<file path="src/rtl/sw_debounce2_if.sv">
// sw_debounce2_if
//   Groups the switch-conditioning signals between the raw switch inputs,
//   the debounce block and the downstream NOR gate.
//   sw_a, sw_b     : raw, asynchronous switch levels
//   a, b           : debounced, registered levels
//   a_edge, b_edge : one-cycle change pulses (constant 0 unless the edge
//                    pulse build option is enabled in sw_debounce2)
//   master : drives the raw switches and observes the conditioned outputs
//   slave  : the debounce block itself
interface sw_debounce2_if;
  logic sw_a;
  logic sw_b;
  logic a;
  logic b;
  logic a_edge;
  logic b_edge;

  modport master (
    output sw_a, sw_b,
    input  a, b, a_edge, b_edge
  );

  modport slave (
    input  sw_a, sw_b,
    output a, b, a_edge, b_edge
  );
endinterface

</file>
<file path="src/rtl/sw_debounce2.sv">
// sw_debounce2
//   Two independent switch-conditioning channels (A and B). Each channel
//   is a 2-flop synchroniser followed by a counter-based debounce FSM.
//   The output follows a new level only after that level has been seen
//   on the synchroniser output for DEBOUNCE_CYCLES consecutive clocks.
//
//   Ports:
//     clk   : system clock, rising edge
//     rst_n : asynchronous active-low reset
//     bus   : sw_debounce2_if.slave (sw_a/sw_b in, a/b/a_edge/b_edge out)
//
//   Build option:
//     SW_DEBOUNCE2_EDGE_PULSE_EN - when defined, a_edge/b_edge pulse for one
//     cycle on the cycle a/b changes; when undefined they are tied to 0.
//
//   state  | meaning
//   -------+--------------------------------------------------------------
//   IDLE   | synchronised input equals output, counter held at 0
//   CHECK  | synchronised input differs from output, counting stable cycles
module sw_debounce2 #(
  parameter int DEBOUNCE_CYCLES = 50000,
  parameter int CNT_W           = 16
) (
  input  logic           clk,
  input  logic           rst_n,
  sw_debounce2_if.slave  bus
);

  localparam logic [0:0]       ST_IDLE  = 1'b0;
  localparam logic [0:0]       ST_CHECK = 1'b1;
  localparam logic [CNT_W-1:0] CNT_LAST = CNT_W'(DEBOUNCE_CYCLES - 1);

  logic [1:0]       sw_raw;
  logic [1:0]       s1;
  logic [1:0]       s2;
  logic [1:0]       out_q;
  logic [1:0]       fire;
  logic [1:0]       edge_q;
  logic [0:0]       state_q [2];
  logic [CNT_W-1:0] cnt_q   [2];

  // Bit 0 is channel A, bit 1 is channel B throughout.
  assign sw_raw = {bus.sw_b, bus.sw_a};

  always_ff @(posedge clk or negedge rst_n) begin
    if (!rst_n) begin
      s1 <= '0;
      s2 <= '0;
    end else begin
      s1 <= sw_raw;
      s2 <= s1;
    end
  end

  // fire marks the cycle on which a channel's output is about to flip:
  // the new level has now been stable for the full debounce window.
  always_comb begin
    fire = '0;
    for (int ch = 0; ch < 2; ch++) begin
      fire[ch] = (state_q[ch] == ST_CHECK) && (s2[ch] != out_q[ch]) &&
                 (cnt_q[ch] == CNT_LAST);
    end
  end

  always_ff @(posedge clk or negedge rst_n) begin
    if (!rst_n) begin
      out_q <= '0;
      for (int ch = 0; ch < 2; ch++) begin
        state_q[ch] <= ST_IDLE;
        cnt_q[ch]   <= '0;
      end
    end else begin
      for (int ch = 0; ch < 2; ch++) begin
        case (state_q[ch])
          ST_IDLE: begin
            if (s2[ch] != out_q[ch]) begin
              state_q[ch] <= ST_CHECK;
              cnt_q[ch]   <= CNT_W'(1);
            end else begin
              cnt_q[ch]   <= '0;
            end
          end
          ST_CHECK: begin
            if (s2[ch] == out_q[ch]) begin
              // Bounced back before the window closed: discard the attempt.
              state_q[ch] <= ST_IDLE;
              cnt_q[ch]   <= '0;
            end else if (fire[ch]) begin
              out_q[ch]   <= s2[ch];
              state_q[ch] <= ST_IDLE;
              cnt_q[ch]   <= '0;
            end else begin
              cnt_q[ch]   <= cnt_q[ch] + CNT_W'(1);
            end
          end
          default: begin
            state_q[ch] <= ST_IDLE;
            cnt_q[ch]   <= '0;
          end
        endcase
      end
    end
  end

`ifdef SW_DEBOUNCE2_EDGE_PULSE_EN
  // Registered alongside out_q so the pulse lines up with the output change.
  always_ff @(posedge clk or negedge rst_n) begin
    if (!rst_n) begin
      edge_q <= '0;
    end else begin
      edge_q <= fire;
    end
  end
`else
  assign edge_q = '0;
`endif

  assign bus.a      = out_q[0];
  assign bus.b      = out_q[1];
  assign bus.a_edge = edge_q[0];
  assign bus.b_edge = edge_q[1];

endmodule

</file>
<file path="src/flat_wrapper.sv">
// flat-port wrapper written by rule: the top's interface ports become plain ports
module sw_debounce2_flat 
#(
  parameter int DEBOUNCE_CYCLES = 50000,
  parameter int CNT_W           = 16
)
  (clk, rst_n, bus_sw_a, bus_sw_b, bus_a, bus_b, bus_a_edge, bus_b_edge);
  sw_debounce2_if bus_i ();
  input  logic clk;
  input  logic rst_n;
  input wire logic [$bits(bus_i.sw_a)-1:0] bus_sw_a;
  input wire logic [$bits(bus_i.sw_b)-1:0] bus_sw_b;
  output wire logic [$bits(bus_i.a)-1:0] bus_a;
  output wire logic [$bits(bus_i.b)-1:0] bus_b;
  output wire logic [$bits(bus_i.a_edge)-1:0] bus_a_edge;
  output wire logic [$bits(bus_i.b_edge)-1:0] bus_b_edge;
  assign bus_i.sw_a = bus_sw_a;
  assign bus_i.sw_b = bus_sw_b;
  assign bus_a = bus_i.a;
  assign bus_b = bus_i.b;
  assign bus_a_edge = bus_i.a_edge;
  assign bus_b_edge = bus_i.b_edge;
  sw_debounce2 #(.DEBOUNCE_CYCLES(DEBOUNCE_CYCLES), .CNT_W(CNT_W)) u_core (.clk(clk), .rst_n(rst_n), .bus(bus_i));
endmodule
</file>
<file path="config.mk">
export PLATFORM = sky130hd
export DESIGN_NAME = sw_debounce2_flat
export DESIGN_NICKNAME = d
export VERILOG_FILES = /design/src/rtl/sw_debounce2_if.sv /design/src/rtl/sw_debounce2.sv /design/src/flat_wrapper.sv
export SDC_FILE = /design/constraint.sdc
export NUM_CORES = 1
export LEC_CHECK = 0
export CORE_MARGIN = 5
export CORE_UTILIZATION = 30
export DETAILED_ROUTE_END_ITERATION = 10
export GPL_TIMING_DRIVEN = 0
export PLACE_DENSITY = 0.43
export SYNTH_ARGS = -nofsm -noshare
export SYNTH_HDL_FRONTEND = slang
export SYNTH_SLANG_ARGS = --single-unit
</file>
<file path="constraint.sdc">
create_clock -name clk -period 2 [get_ports clk]
set_clock_uncertainty 0.15 [all_clocks]
set_input_delay 0.3 -clock clk [delete_from_list [all_inputs] [get_ports clk]]
set_output_delay 0.3 -clock clk [all_outputs]
set_load 0.05 [all_outputs]
</file>
==> metrics.yaml, run 1 <==
fillers: 651
setup_violations: 0
drtIter0Drc: 41
p_leak_nw: 0.9163
multi_input_area_um2: 904.6
r2r_slack_ns: 0.05
crit_path_end_kind: "flip-flop"
reg2reg_from: "u_core.cnt_q[29]"
hold_class: "in -> async"
clk_latency_ns: 0.28
hold_viol_final: 7
cts-root-buf: "clkbuf_8"
mostFrequentLayoutCell: "dfrtp_1"
synthCells: 184
wl_um: 3772
path_class: "reg -> reg"
die_w_um: 89.91
route.detailed.wl_per_inst_um: 13.52
required_ns: 2.02
htreeDepth: 2
antenna_cells: 0
r2r-end: "u_core.out_q[0]"
layout_common_cells: "dfrtp_1 (37), nor2_1 (36), xnor2_1 (19)"
cts_num_sinks: 40
grt_max_degree: 41
cts_tree: "done"
finalNonFillerCells: 279
slew_viol_final: 0
irDropWorstVdd_v: 0.0003240
port_buffers: 5
dieArea_um2: 8084
hold_buffers: 0
die_h_um: 89.91
ff2ff_path_depth: 4
maxCapViolations: 0
slew_headroom_pct: 38.91
gr-total-overflow: 0
antenna_found_initial: 0
async_flop_share_pct: 100.0
crit_arrival_ns: 1.98
vias_per_cell: 4.853
clk_pin_slew_ns: 0.07
worstMarginPinSlew_ns: 0.9164
rsz0062_at_grt: "no"
synth_cell_type_count: 32
ios: 8
place_hpwl_um: 2559
grt_pass1_vias: 1463
drt_pass1_iterations: 4
cts_inserted_buffers: 5
syn_area_per_cell_um2: 10.41
fin_nets: 207
seq_area_um2: 1005
whs_ns: -0.01591
vias: 1354
cts_buffer_depth: 2
period_share_pct: 97.70
track_usage_pct: 10.08
yosys_warnings: 0
synth_area_um2: 1916
dpl.cell_count: 267
powerDensity_nw_per_um2: 643.9
crit_path_start_kind: "flip-flop"
drive_gt1_share_pct: 16.34
status: "finished, violations left"
ys_ff_latch: 40
synth_edf_count: 0
start_util_pct: 30.52
worstSetupStartpoint: "u_core.cnt_q[29]"
drcViolationCount: 0
core-area_um2: 6277
power_mw: 1.447
ant_nets: 0
gp_congestion: 0.7633
failed_checks: "hold timing"
synthFlopType: "dfrtp_1"
rows: 29
endpoint: "u_core.out_q[0]"
fin_crit_ns: 1.954
final_util_pct: 35.80
grt_pass1_wl_um: 6768
yosysSeqAreaShare_pct: 52.25
max_freq_mhz: 511.8
syn2layout_area_growth_pct: 17.31
cp_max_fo: 4
repair_timing:
item | 4_1_cts | 5_1_grt
endpoints found under the hold margin | 0 | 0
pin swaps | 2 | 4
setup endpoints to repair | 23 | 23
buffers inserted | 4 | 2
gates resized for setup | 9 | 5
Yosys cell counts (2+ instances only):
| cell | n | area share (%) |
|---|---|---|
| and3_1 | 2 | 0.65 |
| and4_1 | 3 | 1.4 |
| buf_4 | 3 | 1.2 |
| buf_6 | 2 | 1.2 |
| clkbuf_1 | 2 | 0.39 |
| dfrtp_1 | 40 | 52 |
| ha_1 | 2 | 1.3 |
| inv_1 | 5 | 0.98 |
| mux2_1 | 2 | 1.2 |
| nand2_1 | 7 | 1.4 |
| nand3_1 | 11 | 2.9 |
| nand4_1 | 11 | 3.6 |
| nor2_1 | 36 | 7.1 |
| nor3_1 | 4 | 1.0 |
| nor4_1 | 6 | 2.0 |
| nor4_2 | 3 | 2.0 |
| or3_1 | 2 | 0.65 |
| xnor2_1 | 19 | 8.7 |
| xor2_1 | 11 | 5.0 |
report_power, final:
part	internal, mW	total, mW	switching, mW
registers	0.821	0.832	0.0108
logic	0.0258	0.0712	0.0454
clock network	0.275	0.544	0.269
total	1.12	1.45	0.325
per-stage QoR:
step                      TNS (ns)  setup WS, ns  instance area (um2)
after global routing             0      0.003461                 2247
after floorplan                  0       0.03833                 1919
after global placement      -22.76       -0.5136                 2066
after detailed placement    -2.069       -0.2481                 2061
final                            0       0.04594                 2247
after CTS                        0      0.005873                 2230
flip-flops by register name, indices dropped and copies added (netlist names):
name,count
u_core.state_q,2
u_core.out_q,2
u_core.cnt_q,32
u_core.s1,2
u_core.s2,2
worst min path at each step:
stage,endpoint,from,cells past startpoint
after floorplan,u_core.cnt_q[0],rst_n,0
after global placement,u_core.s2[0],u_core.s1[0],0
after detailed placement,u_core.s2[1],u_core.s1[1],0
after CTS,u_core.cnt_q[27],rst_n,1
after global routing,u_core.cnt_q[20],rst_n,1
final,u_core.cnt_q[26],rst_n,1
cell type report:
cell class	count	area share, %
clock buffers	6	3.675
repair buffers	11	4.120
flip-flops and latches	40	44.71
inverters	5	0.8352
clock inverters	2	0.4454
multi-input cells	133	40.26
well taps	77	4.287
plain buffers	5	1.670
critical path, cell delays in order, from the launching register on:
cell and delay [ns]:
dfrtp_1 0.42, or4_4 0.56, nor4_4 0.18, and3_4 0.24
mux2_4 0.29
metal layers:
metal / global-route usage [%] / vias up / wire [um]
li1: - / 661 / -
met1: 11.50 / 660 / 1680
met2: 17.56 / 26 / 1898
met3: 2.922 / 7 / 127
met4: 4.094 / 0 / 65
met5: 0 / - / 0
logic make-up after synthesis:
kind of cell	after synthesis	synth area share (%)
simple gates	94	26.59
mux	2	1.176
buf+inv	12	3.723
xor+xnor	30	13.72
compound gates	3	1.045
flops	40	52.25
other cells	1	0.1958
fa+ha+maj	2	1.306
(Power assumes the default switching activity.)
==> inputs of run 2 (changes only) <==
- PLACE_DENSITY: 0.43 -> 0.41
- SLEW_MARGIN: not set -> 30
- clock period: 2 -> 1.97 ns (I/O delays scaled with it)
==> metrics.yaml, run 2 (same netlist as run 1, synthesis figures left out) <==
cts_buffer_depth: 2
gr-total-overflow: 0
worstHoldPathCells: 0
hold_class: "reg -> reg"
ios: 8
period_share_pct: 97.83
multi_input_area_um2: 910.9
route.detailed.wl_per_inst_um: 13.67
maxCapViolations: 0
syn2layout_area_growth_pct: 20.84
start_util_pct: 30.52
p_clk_share_pct: 38.2
top_register: "u_core.cnt_q"
core-area_um2: 6277
clk_latency_ns: 0.29
hold_viol_final: 0
setup_tns_ns: 0
dieArea_um2: 8084
holdPathEnd: "u_core.s2[1]"
cp_max_fo: 3
vias: 1378
die_h_um: 89.91
setup_violations: 0
seq_area_um2: 1006
wl_um: 3882
antenna_found_initial: 0
place_area_um2: 2088
crit_path_start_kind: "flip-flop"
required_ns: 2.00
r2r-end: "u_core.out_q[0]"
fillers: 636
rsz0062_at_grt: "yes"
drt_pass1_iterations: 4
track_usage_pct: 10.06
grt_pass1_vias: 1406
layout_common_cells: "nor2_1 (36), dfrtp_1 (36), xnor2_1 (19)"
drcViolationCount: 0
largest_reg_flops: 32
cts_tree: "done"
rows: 29
switchingPower_mw: 0.3472
status: "completed"
crit_arrival_ns: 1.96
cts_inserted_buffers: 5
final_area_um2: 2315
grt_max_degree: 24
p_leak_nw: 0.9502
slew_headroom_pct: 65.99
drtIter0Drc: 34
reg2reg_from: "u_core.cnt_q[28]"
die_w_um: 89.91
vias_per_cell: 4.852
fin_nets: 212
place_hpwl_um: 2711
htreeDepth: 2
port_buffers: 5
crit_path_end_kind: "flip-flop"
fin_crit_ns: 1.927
seqPwrFrac_pct: 56.6
ant_nets: 0
gp_congestion: 0.8022
intPower_mw: 1.143
path_class: "reg -> reg"
max_freq_mhz: 518.9
comb_power_share_pct: 5.2
layout_setup_ws_ns: 0.04268
slew_viol_final: 0
drive_gt1_share_pct: 18.84
cts-root-buf: "clkbuf_8"
antenna_cells: 0
whs_ns: 0.2023
swShare_pct: 23.30
clk_pin_slew_ns: 0.08
dpl_worst_slack_ns: -0.2785
worstMarginPinSlew_ns: 0.5093
r2r_slack_ns: 0.04
powerDensity_nw_per_um2: 643.8
grt_pass1_wl_um: 6665
cts_num_sinks: 40
ff2ff_path_depth: 4
irDropWorstVdd_v: 0.0002710
min_from: "u_core.s1[1]"
## run 2: worst max path at each step
stage	startpoint	endpoint	cells after the start
after global routing	u_core.cnt_q[20]	u_core.out_q[0]	4
after CTS	u_core.cnt_q[28]	u_core.out_q[0]	4
final	u_core.cnt_q[28]	u_core.out_q[0]	4
after floorplan	u_core.cnt_q[29]	u_core.out_q[0]	4
after detailed placement	u_core.cnt_q[16]	u_core.out_q[0]	6
after global placement	rst_n	u_core.s1[1]	1
## run 2: per-layer routing
layer	vias to the layer above	GRT usage [%]	wire (um)
met3	10	3.756	104
met4	0	3.722	94
met2	19	17.13	1953
met5	-	0	0
li1	670	-	-
met1	679	11.43	1729
## run 2: power by group through the flow
stage,clock network [mW],logic (mW),registers (mW)
CTS,0.594,0.0785,0.844
finish,0.569,0.0775,0.844
floorplan,0,0.0417,0.856
detailed placement,0,0.0783,0.859
global placement,0,0.0703,0.859
global route,0.626,0.0879,0.846
## run 2: metrics by stage
stage | power, mW | utilization [%] | instances
6_report | 1.490 | 36.87 | 284
5_1_grt | 1.560 | 36.87 | 284
4_1_cts | 1.516 | 35.78 | 280
3_5_place_dp | 0.9372 | 33.27 | 268
3_3_place_gp | 0.9290 | 32.91 | 267
2_1_floorplan | 0.8982 | - | 185
## run 2: layout make-up
class / instances / share of cell area (%)
multi-input combinational: 133 / 39.35
timing repair buffer: 16 / 6.595
tap: 77 / 4.162
buffer: 5 / 1.622
clock buffer: 6 / 3.568
clock inverter: 2 / 0.4324
sequential: 40 / 43.46
inverter: 5 / 0.8108
## run 2: critical path: stages, from the launching register on
cell and delay, ns:
dfrtp_1 0.42, or4_4 0.54, nor4_4 0.17, and3_4 0.24, mux2_4 0.29
## run 2: repair_timing
item / CTS / global route
pin swaps: 3 / 2
setup buffers: 5 / 4
setup endpoints to repair: 28 / 13
resized for setup: 6 / 10
hold buffers: 1 / 0
gates cloned: 0 / 0
hold endpoints to repair: 17 / 0
==> inputs of run 3 (changes only) <==
- ABC_CLOCK_PERIOD_IN_PS: not set -> 1970
- CORE_MARGIN: 5 -> 2
- CORE_UTILIZATION: 30 -> 59
- PLACE_DENSITY: 0.41 -> 0.74
==> metrics.yaml, run 3 (same netlist as run 1, synthesis figures left out) <==
finalNonFillerCells: 254
vias: 1446
antenna_found_initial: 0
htreeDepth: 2
rsz0062_at_grt: "yes"
wl_um: 3940
failed_checks: "setup timing"
period_share_pct: 101.2
cts_buffer_depth: 2
cts-root-buf: "clkbuf_4"
crit_arrival_ns: 2.07
fillers: 220
port_buffers: 5
grt_pass1_vias: 1360
mostFrequentLayoutCell: "dfrtp_1"
ant_nets: 0
dpl.cell_count: 235
status: "finished, violations left"
syn2layout_area_growth_pct: 19.40
drt_pass1_iterations: 4
die_h_um: 60.98
p_leak_nw: 0.9548
top_register: "u_core.cnt_q"
layout_setup_ws_ns: -0.02388
powerDensity_nw_per_um2: 582.8
hold_class: "in -> async"
place_hpwl_um: 2492
grt_pass1_wl_um: 6127
max_freq_mhz: 501.5
dieArea_um2: 3719
vias_per_cell: 5.693
gr-total-overflow: 0
drtIter0Drc: 65
drcViolationCount: 0
cp_max_fo: 3
ios: 8
drive_gt1_share_pct: 20.95
fin_nets: 216
fin_crit_ns: 1.994
core-area_um2: 3078
layout_common_cells: "dfrtp_1 (38), nor2_1 (27), xnor2_1 (19)"
dpl_worst_slack_ns: -0.2975
crit_path_start_kind: "flip-flop"
largest_reg_flops: 32
route.detailed.wl_per_inst_um: 15.51
crit_path_end_kind: "flip-flop"
slew_viol_final: 0
path_class: "reg -> reg"
grt_max_degree: 28
cts_inserted_buffers: 5
die_w_um: 60.98
rows: 20
clk_pin_slew_ns: 0.12
irDropWorstVdd_v: 0.0003499
start_util_pct: 62.24
antenna_cells: 0
track_usage_pct: 23.00
gp_congestion: 0.8165
clk_latency_ns: 0.35
hold_viol_final: 0
setup_violations: 1
cts_num_sinks: 40
cts_tree: "done"
required_ns: 2.04
maxCapViolations: 0
==> run 3: cell type report <==
cell class              count  area [um2]  area share (%)
plain buffers               6       56.30           2.462
clock buffers               6       41.29           1.805
clock inverters             1       5.005          0.2188
inverters                   5       18.77          0.8206
multi-input cells         133       927.1           40.54
flip-flops and latches     40        1003           43.87
well taps                  44       55.05           2.407
repair buffers             19       180.2           7.877
==> run 3: through the flow <==
stage / power (mW) / hold slack (ns) / TNS, ns / util [%] / area (um2)
global route: 1.394 / 0.2058 / -0.4501 / 74.31 / 2287
finish: 1.333 / 0.2093 / -0.02388 / 74.31 / 2287
global placement: 0.9271 / 0.1975 / -18.59 / 65.77 / 2024
CTS: 1.315 / 0.2193 / -0.02019 / 69.55 / 2141
detailed placement: 0.9340 / 0.06215 / -2.684 / 66.26 / 2039
floorplan: 0.8982 / -0.1501 / 0 / - / 1919
==> run 3: timing repair <==
| action | in CTS | in global routing |
|---|---|---|
| setup buffers | 5 | 6 |
| pin swaps | 2 | 1 |
| gates cloned | 0 | 1 |
| endpoints found under the hold margin | 40 | 0 |
| resized for setup | 5 | 19 |
| hold buffers | 1 | 0 |
| endpoints found under the setup margin | 30 | 22 |
==> run 3: where the power goes <==
group	leakage [nW]	internal (mW)	total, mW	switching (mW)
logic	0.389	0.0406	0.0927	0.0521
clock network	0.0281	0.132	0.394	0.262
registers	0.537	0.833	0.847	0.0133
==> run 3: per-layer routing <==
| layer | GRT usage [%] | up-vias | wire length (um) |
|---|---|---|---|
| li1 | - | 678 | - |
| met1 | 31.36 | 708 | 1856 |
| met2 | 34.72 | 52 | 1847 |
| met3 | 7.676 | 8 | 186 |
| met4 | 7.764 | 0 | 49 |
| met5 | 0 | - | 0 |
==> run 3: critical path: stages (launching register included) <==
cell and delay (ns):
dfrtp_1 0.43, or4_1 0.57, nor4_4 0.17, and3_1 0.22, mux2_1 0.33
==> run 3: worst paths after layout <==
| check | slack [ns] | cells past startpoint | to | from |
|---|---|---|---|---|
| hold reg to reg | 0.22 | 0 | u_core.s2[1] | u_core.s1[1] |
| setup reg to reg | -0.02 | 4 | u_core.out_q[0] | u_core.cnt_q[28] |
| setup / recovery | -0.02 | 4 | u_core.out_q[0] | u_core.cnt_q[28] |
| min in group clk | 0.22 | 0 | u_core.s2[1] | u_core.s1[1] |
| max in group asynchronous | 0.99 | 3 | u_core.cnt_q[16] | rst_n |
| hold / removal | 0.21 | 2 | u_core.cnt_q[22] | rst_n |
